$ cat src/rtl/sd_emmc_pkg.sv
// Shared definitions for the SD/eMMC AXI write arbiter: FSM states,
// AXI response codes and requester indices.
package sd_emmc_pkg;

  typedef enum logic [1:0] {
    ST_IDLE = 2'd0,
    ST_XFER = 2'd1,
    ST_RESP = 2'd2
  } arb_state_e;

  localparam logic [1:0] AXI_RESP_OKAY   = 2'b00;
  localparam logic [1:0] AXI_RESP_SLVERR = 2'b10;

  // Requester 0 is the SDMA engine, requester 1 the status/descriptor writeback.
  localparam int REQ_SDMA = 0;
  localparam int REQ_WB   = 1;

endpackage

$ cat src/rtl/sd_emmc_rr_arbiter2.sv
// Two-way combinational grant decision. Round-robin on ties; strict priority
// to requester 0 when SD_EMMC_ARB_FIXED_PRIO_EN is defined.
module sd_emmc_rr_arbiter2 (
  input  logic [1:0] i_req,
  input  logic       i_last,   // index of the requester served last
  output logic [1:0] o_gnt
);

  always_comb begin
    o_gnt = 2'b00;
    if (i_req[0] && i_req[1]) begin
`ifdef SD_EMMC_ARB_FIXED_PRIO_EN
      o_gnt = 2'b01;
`else
      o_gnt = i_last ? 2'b01 : 2'b10;
`endif
    end else begin
      o_gnt = i_req;
    end
  end

endmodule

$ cat src/rtl/sd_emmc_axi_wr_arbiter.sv
// Arbitrates two single-word write requesters onto one AXI write master,
// one outstanding transaction. Optional macro: SD_EMMC_ARB_FIXED_PRIO_EN.
module sd_emmc_axi_wr_arbiter
  import sd_emmc_pkg::*;
#(
  parameter int ADDR_W = 32,
  parameter int DATA_W = 32
) (
  input  logic              clock,
  input  logic              reset,
  input  logic              req0_valid,
  input  logic [ADDR_W-1:0] req0_addr,
  input  logic [DATA_W-1:0] req0_data,
  output logic              req0_done,
  output logic              req0_err,
  input  logic              req1_valid,
  input  logic [ADDR_W-1:0] req1_addr,
  input  logic [DATA_W-1:0] req1_data,
  output logic              req1_done,
  output logic              req1_err,
  output logic [1:0]        grant,
  output logic [ADDR_W-1:0] m_awaddr,
  output logic              m_awvalid,
  input  logic              m_awready,
  output logic [DATA_W-1:0] m_wdata,
  output logic              m_wvalid,
  output logic              m_wlast,
  input  logic              m_wready,
  input  logic              m_bvalid,
  input  logic [1:0]        m_bresp,
  output logic              m_bready
);

  arb_state_e        r_state;
  logic [1:0]        r_grant;
  logic              r_last;
  logic [ADDR_W-1:0] r_awaddr;
  logic [DATA_W-1:0] r_wdata;
  logic              r_awvalid;
  logic              r_wvalid;
  logic              r_bready;
  logic [1:0]        r_done;
  logic [1:0]        r_err;

  logic [1:0]        w_req;
  logic [1:0]        w_gnt;
  logic [ADDR_W-1:0] w_sel_addr;
  logic [DATA_W-1:0] w_sel_data;
  logic              w_aw_hs;
  logic              w_w_hs;
  logic              w_aw_done;
  logic              w_w_done;

  assign w_req = {req1_valid, req0_valid};

  sd_emmc_rr_arbiter2 u_arb (
    .i_req  (w_req),
    .i_last (r_last),
    .o_gnt  (w_gnt)
  );

  assign w_sel_addr = w_gnt[REQ_WB] ? req1_addr : req0_addr;
  assign w_sel_data = w_gnt[REQ_WB] ? req1_data : req0_data;

  // A channel counts as done once its handshake happened earlier or happens now.
  assign w_aw_hs   = r_awvalid & m_awready;
  assign w_w_hs    = r_wvalid & m_wready;
  assign w_aw_done = ~r_awvalid | w_aw_hs;
  assign w_w_done  = ~r_wvalid | w_w_hs;

  always_ff @(posedge clock) begin
    if (reset) begin
      r_state   <= ST_IDLE;
      r_grant   <= 2'b00;
      r_last    <= 1'b1;
      r_awaddr  <= '0;
      r_wdata   <= '0;
      r_awvalid <= 1'b0;
      r_wvalid  <= 1'b0;
      r_bready  <= 1'b0;
      r_done    <= 2'b00;
      r_err     <= 2'b00;
    end else begin
      r_done <= 2'b00;
      r_err  <= 2'b00;
      case (r_state)
        ST_IDLE: begin
          if (|w_req) begin
            r_grant   <= w_gnt;
            r_awaddr  <= w_sel_addr & ~ADDR_W'(3);
            r_wdata   <= w_sel_data;
            r_awvalid <= 1'b1;
            r_wvalid  <= 1'b1;
            r_last    <= w_gnt[REQ_WB];
            r_state   <= ST_XFER;
          end
        end
        ST_XFER: begin
          if (w_aw_hs) r_awvalid <= 1'b0;
          if (w_w_hs)  r_wvalid  <= 1'b0;
          if (w_aw_done && w_w_done) begin
            r_bready <= 1'b1;
            r_state  <= ST_RESP;
          end
        end
        ST_RESP: begin
          if (m_bvalid) begin
            r_done   <= r_grant;
            r_err    <= (m_bresp != AXI_RESP_OKAY) ? r_grant : 2'b00;
            r_grant  <= 2'b00;
            r_bready <= 1'b0;
            r_state  <= ST_IDLE;
          end
        end
        default: r_state <= ST_IDLE;
      endcase
    end
  end

  assign grant     = r_grant;
  assign m_awaddr  = r_awaddr;
  assign m_awvalid = r_awvalid;
  assign m_wdata   = r_wdata;
  assign m_wvalid  = r_wvalid;
  assign m_wlast   = r_wvalid;
  assign m_bready  = r_bready;
  assign req0_done = r_done[REQ_SDMA];
  assign req1_done = r_done[REQ_WB];
  assign req0_err  = r_err[REQ_SDMA];
  assign req1_err  = r_err[REQ_WB];

endmodule

$ cat config.mk
export PLATFORM = sky130hd
export DESIGN_NAME = sd_emmc_axi_wr_arbiter
export DESIGN_NICKNAME = d
export VERILOG_FILES = /design/src/rtl/sd_emmc_pkg.sv /design/src/rtl/sd_emmc_rr_arbiter2.sv /design/src/rtl/sd_emmc_axi_wr_arbiter.sv
export SDC_FILE = /design/constraint.sdc
export NUM_CORES = 1
export LEC_CHECK = 0
export ABC_AREA = 1
export BUFFER_PORTS_ARGS = -buffer_cell sky130_fd_sc_hd__clkbuf_2
export CAP_MARGIN = 20
export CORE_ASPECT_RATIO = 0.6
export CORE_MARGIN = 2
export CORE_UTILIZATION = 24
export CTS_CLUSTER_DIAMETER = 40
export DETAILED_ROUTE_END_ITERATION = 16
export GPL_ROUTABILITY_DRIVEN = 0
export GPL_TIMING_DRIVEN = 0
export SLEW_MARGIN = 20
export SYNTH_ARGS = -nofsm -noshare
export SYNTH_HDL_FRONTEND = slang
export SYNTH_SLANG_ARGS = --single-unit
$ cat constraint.sdc
create_clock -name clock -period 1.1 [get_ports clock]
set_input_delay 0.275 -clock clock [delete_from_list [all_inputs] [get_ports clock]]
set_output_delay 0.275 -clock clock [all_outputs]
set_load 0.03 [all_outputs]
* After elaboration in Yosys (flattened, before gate mapping)
Cells that the tools add are included.
Word-level totals: output and inout port bits 74, bits of input ports 137, flip-flop bits (word level) 74
Cells by class: multiplexer cells 18, reduce and logical (&&, ||, !) cells 16, bitwise operators 9, eq/ne operators 7
Operators by type and width (number):
- $mux W32 | 2
- $reduce_and A3 Y1 | 5
- $mux W2 | 6
- $ne A2 B2 Y1 const B | 5
- $reduce_bool A2 Y1 | 4
- $pmux W1 S2 | 3
- $pmux W2 S3 | 1
- $mux W1 | 5
- $not A1 Y1 | 5
- $pmux W2 S2 | 1
- $reduce_or A4 Y1 | 1
- $reduce_or A3 Y1 | 1
- $and A1 B1 Y1 | 2
- $eq A2 B1 Y1 const B | 1
- $eq A2 B2 Y1 const B | 1
- $logic_and A1 B1 Y1 | 2
- $logic_not A2 Y1 | 1
- $or A1 B1 Y1 | 2
- $reduce_and A2 Y1 | 1
- $reduce_or A2 Y1 | 1

* Depth between registers and ports, before layout
Gate-level depths: netlist (run 1).
depth in word-level cells 5, depth in mapped cells 8, gate-level depth less buffers 6

* Cells and area by module
From an unflattened synthesis (run 1), not the netlist that was laid out.
Unflattened totals: cell total of the unflattened synthesis 544, area total of the unflattened synthesis 3644.7 um2
By module, submodules not included:
- sd_emmc_axi_wr_arbiter | area each 3623.5 um2, times used 1, seq. area each 1481.4 um2, cells an instance 539
- sd_emmc_rr_arbiter2 | area each 21.3 um2, times used 1, seq. area each 0.0 um2, cells an instance 5

* Worst setup path after synthesis (run 1)
Ideal clock, no wire load.
path type flip-flop to flip-flop, from reg r_state[1], to reg r_awaddr[10] (netlist: m_awaddr[10]), buffers on the path 2, setup time 111 ps, clock period less this slack 1115 ps, arrival 1004 ps, setup slack -15 ps, stages on the path, launching flop included 9, cells stage by stage dfxtp_1 inv_2 nand2_1 nor2_1 buf_4 buf_2 nand2_1 nor2_1 nor2_1
Between the ends: cells in the longest elaborated chain, start to end 2
Ends and longest elaborated chain:
- start: declaration | line sd_emmc_axi_wr_arbiter.sv:34 | arb_state_e r_state;
- start signal: assignment | line sd_emmc_axi_wr_arbiter.sv:73 | r_state <= ST_IDLE;
- start signal: assignment | line sd_emmc_axi_wr_arbiter.sv:95 | r_state <= ST_XFER;
- start signal: assignment | line sd_emmc_axi_wr_arbiter.sv:103 | r_state <= ST_RESP;
- $logic_not A2 Y1 | line sd_emmc_axi_wr_arbiter.sv:86 | case (r_state)
- $reduce_and A2 Y1 (no line)
- end signal: assignment | line sd_emmc_axi_wr_arbiter.sv:90 | r_awaddr <= w_sel_addr & ~ADDR_W'(3);
- end: declaration | line sd_emmc_axi_wr_arbiter.sv:37 | logic [ADDR_W-1:0] r_awaddr;
Every way passes these cells. A chain may end at the register's enable or synchronous reset.

* Worst setup path after layout (run 1)
from reg r_state[1], to reg r_awaddr[2] (netlist: m_awaddr[2])
The elaborated chain is that of the path after synthesis.

==> flow_summary.toml, run 1 <==
[timing]
hold_viol = 0
worst_slew_pin_slew_ps = 504.5
slew_headroom_pct = 66.37
fin_crit_ps = 1246
finalCritPeriodShare_pct = 113.3
setup_slack_ps = -145.9
holdWs_ps = 209.8
max_freq_ghz = 0.8026
rsz0062_at_grt = "yes"
clock_skew_ps = 8.952
setup_viol = 63
finalMaxSlewViolations = 0

[critical_path]
path_buf_inv = 3
slowest_delay_ps = 330
cp.arrival_ps = 1470
start_kind = "flip-flop"
crit_type = "flip-flop to flip-flop"
cpMaxStageDelayCell = "dfxtp_2"
required_ps = 1320
endpoint_kind = "flip-flop"
crit_path_cell_trace = "inv_2 -> nand2_2 -> nor2_4 -> buf_12 -> buf_8 -> nand2_2 -> nor2_1 -> nor2_1"
cp_max_fo = 6
cp_top_family = "simple AND/OR/NAND/NOR gates"

[logic_synthesis]
synth-adder-area-share_pct = 0
synth-seq-area-share_pct = 36.69
synth_cells = 728
syn_area_um2 = 4038
avgSynthCellArea_um2 = 5.546
synth_cell_types = 16
synthSimpleGateAreaFrac_pct = 44.03
synth_top_family_by_area = "simple AND/OR/NAND/NOR gates"
ys_warn_count = 0
synth-xor-area-share_pct = 0
synthMuxAreaShare_pct = 0
synth_compound_area_share_pct = 0.9297
ys_seq_elements = 74

[layout]
n_fill_cell = 1733
most-common-layout-cells = "nand2_1, nor2_1, inv_1"
layout.cells.non_filler = 1198
synthToLayoutAreaGrowth_pct = 73.91
nets = 1102
final_common_cell = "nand2_1"
insertedDiodeCount = 0
drive_gt1_share_pct = 39.59

[power]
ir_drop_mv = 0.7761
powerDensity_nw_per_um2 = 1599
leakage_nw = 3.995

[route]
antenna_left = 0
vias = 4668
drc = 0
drt_iter0_markers = 180
totalWireLength_mm = 14.32
first_pass_iters = 4
via_per_inst = 3.896
post_drt_wl_per_cell_um = 11.95

[grt]
grt_max_degree = 13
grt_first_pass_wirelength_mm = 21.91
grt_pass1_vias = 4338
track_usage_pct = 15.63
grt_overflow = 0
antenna_found_initial = 0

[clock_tree]
cts_tree = "yes"
clk_pin_slew_worst_paths_ps = 60
cts_root_buffer = "clkbuf_16"
clock_tree.buffer_depth = 2
h-tree-depth = 3
clkLatencyLatePin_ps = 330
clock_sinks = 74
cts_made_buffers = 9

[job]
maxCapViolCount = 0

[die]
die-area_um2 = 17910
die_x_um = 171.5
ioPinCount = 211
start_util_pct = 24.69
die_y_um = 104.5
coreArea_um2 = 16350
row_count = 36

[run_status]
violations = "setup timing"
status = "complete, but fails checks"

[placed_design]
preCtsSetupSlack_ps = -489.3
portBuffers = 204
placed_cells = 1161
hpwl_mm = 10.27

[hold_path]
hp-class = "input port to flip-flop"
logic make-up after synthesis:
| family | after synthesis |
|---|---|
| buffers and inverters | 175 |
| AND/OR/NAND/NOR | 471 |
| other | 1 |
| AO/OA/AOI/OAI | 7 |
| flip-flops | 74 |
through the flow:
step / power, mW / setup TNS (ps) / utilization, % / area (um2)
after floorplan: 5.378 / -603.8 / - / 4041
after global placement: 6.383 / -24740 / 32.71 / 5348
after detailed placement: 6.410 / -25630 / 32.71 / 5348
after CTS: 10.96 / -6330 / 41.32 / 6756
after global routing: 11.89 / -10330 / 42.94 / 7022
final: 11.23 / -4586 / 42.94 / 7022
power by group:
group	internal [mW]	total, mW	switching, mW
logic	2.02	4.28	2.27
clock network	2.29	3.49	1.20
registers	3.13	3.46	0.329
total	7.43	11.2	3.80
repair_timing:
action	CTS	global route
setup buffers	12	7
resized for setup	284	110
cloned	2	0
pin swaps	8	20
hold buffers	0	0
setup endpoints to repair	138	140
endpoints found under the hold margin	0	0
per-layer routing:
layer  up-vias  share of wire [%]  global-route usage [%]
li1       2515                  -                       -
met1      2005                 50                   21.89
met2       142                 42                   23.49
met3         6                7.7                   5.213
met4         0               0.42                   2.542
met5         -                  0                       0
cell usage after synthesis:
cell type / count / area share (%)
o211ai_1: 1 / 0.19
buf_4: 6 / 1.1
inv_1: 136 / 13
clkbuf_1: 5 / 0.46
nand2_2: 1 / 0.16
inv_2: 2 / 0.19
dfxtp_1: 74 / 37
a21oi_1: 4 / 0.50
nor2_1: 200 / 19
conb_1: 1 / 0.093
nand3_1: 4 / 0.50
nor3_1: 2 / 0.25
buf_2: 22 / 2.7
o21ai_0: 2 / 0.25
nand2_1: 264 / 25
buf_6: 4 / 1.1
state kept, by name, summed over array words and instances (netlist names):
| name | flops |
|---|---|
| grant | 2 |
| m_awaddr | 30 |
| m_awvalid | 1 |
| m_bready | 1 |
| m_wdata | 32 |
| m_wlast | 1 |
| r_done | 2 |
| r_err | 2 |
| r_last | 1 |
| r_state | 2 |
final cells by class:
| type | count | area, um2 | share of cell area (%) |
|---|---|---|---|
| Clock inverter | 4 | 98.84 | 1.408 |
| Clock buffer | 12 | 246.5 | 3.510 |
| Multi-Input combinational cell | 480 | 1992 | 28.37 |
| Timing Repair Buffer | 225 | 1927 | 27.44 |
| Buffer | 37 | 375.4 | 5.346 |
| Sequential cell | 74 | 1579 | 22.49 |
| Inverter | 138 | 518.0 | 7.377 |
| Tap cell | 228 | 285.3 | 4.063 |
worst paths after layout:
path	from	end	slack, ps	cells past startpoint
worst max register to register	r_state[1]	m_awaddr[2]	-150	8
worst min-delay path	reset	r_state[1]	210	2
worst min register to register	r_last	r_last	510	2
worst max-delay path	r_state[1]	m_awaddr[2]	-150	8
worst reg2reg max path: stages (launching register included):
cell and delay [ps]:
dfxtp_2 330, inv_2 60, nand2_2 60, nor2_4 120, buf_12 170, buf_8 160, nand2_2 70, nor2_1 110
nor2_1 60
Power figures use the tool's default switching activity.
==> run 2, diff against run 1 <==
--- a/config.mk
+++ b/config.mk
@@ -5,7 +5,6 @@
 export SDC_FILE = /design/constraint.sdc
 export NUM_CORES = 1
 export LEC_CHECK = 0
-export ABC_AREA = 1
 export BUFFER_PORTS_ARGS = -buffer_cell sky130_fd_sc_hd__clkbuf_2
 export CAP_MARGIN = 20
 export CORE_ASPECT_RATIO = 0.6
==> constraint.sdc (replaced) <==
create_clock -name clock -period 1.3 [get_ports clock]
set_input_delay 0.325 -clock clock [delete_from_list [all_inputs] [get_ports clock]]
set_output_delay 0.325 -clock clock [all_outputs]
set_load 0.03 [all_outputs]
==> run 2 against run 1 <==
The flow still finishes with violations (setup timing); global-route usage grew 0.61 points; total power down 29%; critical path depth shrank 3; design area shrank 21%; core utilization shrank 2.9 points; register-to-register slack gained 140 ps; fmax down 4.3%; sequential share of layout area increased by 4.5 points; first-iteration DRC count up 36%; synthesized cell count fell by 44%; count of clock-buffer cells in the layout shrank 2; critical path type unchanged; largest power group unchanged.
==> flow_summary.toml, run 2 <==
[run_status]
status = "complete, but fails checks"
violations = "setup timing"

[die]
start_util_pct = 24.79
coreArea_um2 = 13790
die-area_um2 = 15250
row_count = 33
die_y_um = 96.45
die_x_um = 158.1
ioPinCount = 211

[critical_path]
cpMaxStageDelayCell = "dfxtp_2"
cp_max_fo = 10
crit_type = "flip-flop to flip-flop"
path_buf_inv = 2
crit_path_cell_trace = "a21boi_4 -> buf_12 -> buf_8 -> nand2_1 -> a311oi_2"
start_kind = "flip-flop"
required_ps = 1540
cp_top_family = "compound AO/OA/AOI/OAI gates"
slowest_delay_ps = 340
endpoint_kind = "flip-flop"
cp.arrival_ps = 1540

[logic_synthesis]
async_flop_share_pct = 0
synth_top_cell_by_area = "dfxtp_1"
ys_top_cells_by_area = "dfxtp_1, nand2_1, a311oi_1"
ys_warn_count = 0
synth_cell_types = 29
avgSynthCellArea_um2 = 8.399
synth_most_common_cell = "nand2_1"
synth-seq-area-share_pct = 43.34
synth_ff_type = "dfxtp_1"
ys_seq_elements = 74
synth_edf_count = 0
synth_cells = 407
syn_area_um2 = 3418
synth_common_cells = "nand2_1, dfxtp_1, a21oi_1"
synth_top_area_share_pct = 43.34

[job]
maxCapViolCount = 0

[clock_tree]
cts_root_buffer = "clkbuf_16"
cts_tree = "yes"
clock_tree.buffer_depth = 2
ctsHoldBuffers = 0
h-tree-depth = 3
clock_sinks = 74
clk_pin_slew_worst_paths_ps = 60
clkLatencyLatePin_ps = 330
cts_made_buffers = 9

[route]
post_drt_wl_per_cell_um = 15.35
first_pass_iters = 4
totalWireLength_mm = 12.74
antenna_left = 0
vias = 3902
drc = 0
drt_iter0_markers = 244
via_per_inst = 4.701

[layout]
ff_latch_area_um2 = 1491
insertedDiodeCount = 0
layout.cells.non_filler = 830
multi_input_area_um2 = 1843
drive_gt1_share_pct = 50.31
final_common_cell = "clkbuf_2"
most-common-layout-cells = "clkbuf_2, nand2_1, dfxtp_1"
n_fill_cell = 1491
postLayoutCellArea_um2 = 5520
synthToLayoutAreaGrowth_pct = 61.49
nets = 770
largest_reg_flops = 32

[power]
switching_power_mw = 2.851
powerDensity_nw_per_um2 = 1434
p_clk_share_pct = 29.7
seq_power_share_pct = 34.8
ir_drop_mv = 0.5181
leakage_nw = 2.534
combinationalPowerShare_pct = 35.5
swShare_pct = 36.01
power.internal_mw = 5.066

[timing]
fin_crit_ps = 1302
slew_headroom_pct = 51.13
holdWs_ps = 235.2
setup_viol = 2
finalMaxSlewViolations = 0
worst_slew_pin_slew_ps = 733.0
hold_viol = 0
setup_slack_ps = -1.535
rsz0062_at_grt = "yes"
max_freq_ghz = 0.7683
finalCritPeriodShare_pct = 100.1
clock_skew_ps = 6.517

[grt]
track_usage_pct = 16.24
grt_overflow = 0
grt_first_pass_wirelength_mm = 19.07
grt_max_degree = 14
antenna_found_initial = 0
grt_pass1_vias = 3517

[placed_design]
preCtsSetupSlack_ps = -551.7
hpwl_mm = 8.941
placed_cell_area_um2 = 4686
placed_cells = 803
portBuffers = 203

[hold_path]
hp-class = "input port to flip-flop"
==> run 2: changes by cell type after synthesis, sizes merged, moves of 4 or more <==
cell / delta
a21oi: +61
inv: -135
buf: -7
nand2: -140
nor2: -196
nand3: -4
clkbuf: +17
a311oi: +62
==> run 2: path summary, 6_finish.rpt <==
check / from / to / slack (ps) / depth (start not counted)
max: r_last / m_awaddr[9] / -2 / 5
min: req0_data[29] / m_wdata[29] / 240 / 3
max reg2reg: r_last / m_awaddr[9] / -2 / 5
min reg2reg: grant[1] / grant[1] / 480 / 2
==> run 2: through the flow <==
stage | power [mW] | util (%) | setup TNS, ps
after floorplan | 4.364 | - | -911.1
after global placement | 5.167 | 33.98 | -30100
after detailed placement | 5.164 | 33.98 | -30940
after CTS | 7.828 | 38.30 | -8.391
after global routing | 8.361 | 40.03 | -2297
final | 7.917 | 40.03 | -2.250
==> run 2: cell type report <==
cell class | instances | share of cell area (%)
buffer | 47 | 8.636
inverter | 3 | 0.2040
tap | 192 | 4.352
clock buffer | 10 | 4.329
sequential | 74 | 27.02
clock inverter | 6 | 0.7480
timing repair buffer | 214 | 21.33
multi-input combinational | 284 | 33.39
==> run 2: metal layers <==
layer  global-route usage [%]  share of wire (%)
met4                    3.829                1.0
met5                        0                  0
met3                    5.174                8.0
met2                    22.86                 41
met1                    23.78                 50
==> run 2: power groups by stage <==
| stage | Combinational (mW) | Sequential, mW | Clock (mW) |
|---|---|---|---|
| floorplan | 1.01 | 3.35 | 0 |
| global placement | 2.37 | 2.80 | 0 |
| detailed placement | 2.37 | 2.80 | 0 |
| CTS | 2.62 | 2.75 | 2.46 |
| global route | 3.02 | 2.79 | 2.55 |
| finish | 2.81 | 2.76 | 2.35 |
==> run 2: cell families (layout without fill, tap and decap cells) <==
| group | after synthesis | after routing | synth area share, % |
|---|---|---|---|
| AO/OA/AOI/OAI | 139 | 139 | 32.32 |
| other | 1 | 2 | 0.1097 |
| AND/OR/NAND/NOR | 143 | 143 | 16.98 |
| buffers and inverters | 50 | 280 | 7.247 |
| flip-flops | 74 | 74 | 43.34 |
==> run 2: repair_timing <==
item | 4_1_cts | 5_1_grt
pin swaps | 1 | 13
setup endpoints to repair | 69 | 65
setup buffers | 5 | 0
gates resized for setup | 80 | 44
cloned | 4 | 2
==> run 2: tightest hold or removal path: stages <==
cell and delay, ps:
clkbuf_2 80, nand2_1 40, a311oi_1 70
==> run 3, diff against run 2 <==
--- a/config.mk
+++ b/config.mk
@@ -5,7 +5,7 @@
 export SDC_FILE = /design/constraint.sdc
 export NUM_CORES = 1
 export LEC_CHECK = 0
-export BUFFER_PORTS_ARGS = -buffer_cell sky130_fd_sc_hd__clkbuf_2
+export BUFFER_PORTS_ARGS = -buffer_cell sky130_fd_sc_hd__buf_2
 export CAP_MARGIN = 20
 export CORE_ASPECT_RATIO = 0.6
 export CORE_MARGIN = 2
==> run 3 against run 2 <==
The run still ends with setup timing left; worst hold slack improved by 8.0 ps; total power grew 1.9%; combinational power barely moved; clock skew grew 5.5 ps; critical endpoint is now m_awaddr[10]; worst setup slack got worse by 5.5 ps; largest power group unchanged.
==> flow_summary.toml, run 3 (synthesis gave the netlist of run 2 again) <==
[die]
ioPinCount = 211
die-area_um2 = 15250
die_x_um = 158.1
start_util_pct = 24.79
coreArea_um2 = 13790
row_count = 33
die_y_um = 96.45

[critical_path]
cp.arrival_ps = 1480
endpoint_kind = "flip-flop"
regToRegSetupSlack_ps = -7
crit_type = "flip-flop to flip-flop"
rr_startpoint = "r_state[1]"
rr_endpoint = "m_awaddr[10]"
cp_max_fo = 6
start_kind = "flip-flop"
required_ps = 1480
worst_r2r_path_depth = 5

[hold_path]
hp-class = "input port to flip-flop"
worstHoldPathCells = 3
hold_start = "m_bresp[0]"
worstHoldEndpoint = "r_err[0]"

[clock_tree]
clk_pin_slew_worst_paths_ps = 70
ctsHoldBuffers = 0
clock_tree.buffer_depth = 2
cts_made_buffers = 9
h-tree-depth = 3
clock_sinks = 74
cts_root_buffer = "clkbuf_16"
cts_tree = "yes"
clkLatencyLatePin_ps = 330

[timing]
max_freq_ghz = 0.7651
slew_headroom_pct = 50.15
setup_viol = 6
rsz0062_at_grt = "yes"
setup_slack_ps = -7.063
clock_skew_ps = 12.05
fin_tns_setup_ps = -24.42
finalCritPeriodShare_pct = 100.5
fin_crit_ps = 1307
worst_slew_pin_slew_ps = 747.7
holdWs_ps = 243.2
hold_viol = 0
finalMaxSlewViolations = 0

[placed_design]
hpwl_mm = 8.929
preCtsSetupSlack_ps = -532.1
portBuffers = 203
placed_cells = 803

[route]
antenna_left = 0
drc = 0
vias = 3893
totalWireLength_mm = 12.79
post_drt_wl_per_cell_um = 15.37
drt_iter0_markers = 215
via_per_inst = 4.679
first_pass_iters = 4

[layout]
layout.cells.non_filler = 832
final_common_cell = "buf_2"
final_core_util_pct = 39.96
most-common-layout-cells = "buf_2, nand2_1, dfxtp_1"
synthToLayoutAreaGrowth_pct = 61.20
nets = 772
n_fill_cell = 1480
insertedDiodeCount = 0
drive_gt1_share_pct = 49.22
largest_reg_flops = 32

[grt]
grt_pass1_vias = 3597
antenna_found_initial = 0
track_usage_pct = 16.06
grt_overflow = 0
grt_max_degree = 14
grt_first_pass_wirelength_mm = 18.95

[run_status]
status = "complete, but fails checks"
violations = "setup timing"

[power]
p_clk_share_pct = 31.1
swShare_pct = 35.30
ir_drop_mv = 0.5662
power.internal_mw = 5.220
seq_power_share_pct = 34.0
leakage_nw = 2.551
switching_power_mw = 2.848
combinationalPowerShare_pct = 34.9
powerDensity_nw_per_um2 = 1464

[job]
maxCapViolCount = 0
==> run 3: critical path: stages, from the launching register on <==
cell and delay, ps:
dfxtp_4 350, nor2_4 160, and2_4 250, buf_12 150
clkbuf_16 150, a311oi_2 70
==> run 3: cell type report <==
type / count / area, um2 / area share, %
clock inverters: 7 / 70.07 / 1.272
plain buffers: 46 / 457.9 / 8.311
flip-flops and latches: 74 / 1494 / 27.11
inverters: 3 / 11.26 / 0.2044
repair buffers: 217 / 1207 / 21.91
clock buffers: 9 / 225.2 / 4.087
well taps: 192 / 240.2 / 4.360
multi-input cells: 284 / 1804 / 32.74
==> run 3: power groups by stage <==
stage / Sequential, mW / Clock, mW / Combinational (mW)
3_3_place_gp: 2.79 / 0 / 2.38
6_report: 2.74 / 2.51 / 2.82
2_1_floorplan: 3.35 / 0 / 1.01
4_1_cts: 2.74 / 2.59 / 2.61
3_5_place_dp: 2.78 / 0 / 2.37
5_1_grt: 2.78 / 2.69 / 3.03
==> run 3: per-layer routing <==
layer  track usage (%)  vias up  wire (um)
met4             3.228        0         39
met3             5.486        4       1112
met1             22.52     1815       6224
li1                  -     1919          -
met2             23.91      155       5415
met5                 0        -          0
==> run 3: how the worst max path moves through the flow <==
stage	start	end	slack, ps	cells after the start
after CTS	r_state[0]	m_awaddr[18]	-40	5
final	r_state[1]	m_awaddr[10]	-7	5
after detailed placement	reset	grant[1]	-530	4
after global placement	reset	grant[0]	-560	4
after global routing	r_state[1]	m_awaddr[15]	-50	5
after floorplan	req0_valid	m_awaddr[10]	-40	6
==> run 3: stage by stage <==
stage / power, mW / area, um2
6_report: 8.068 / 5510
5_1_grt: 8.489 / 5510
4_1_cts: 7.940 / 5266
3_5_place_dp: 5.157 / 4686
3_3_place_gp: 5.161 / 4686
2_1_floorplan: 4.364 / 3430
==> run 3: what timing repair did <==
action | in CTS | in global routing
buffers inserted | 4 | 3
pin swaps | 1 | 7
endpoints found under the setup margin | 69 | 65
cloned | 4 | 3
resized for setup | 73 | 43
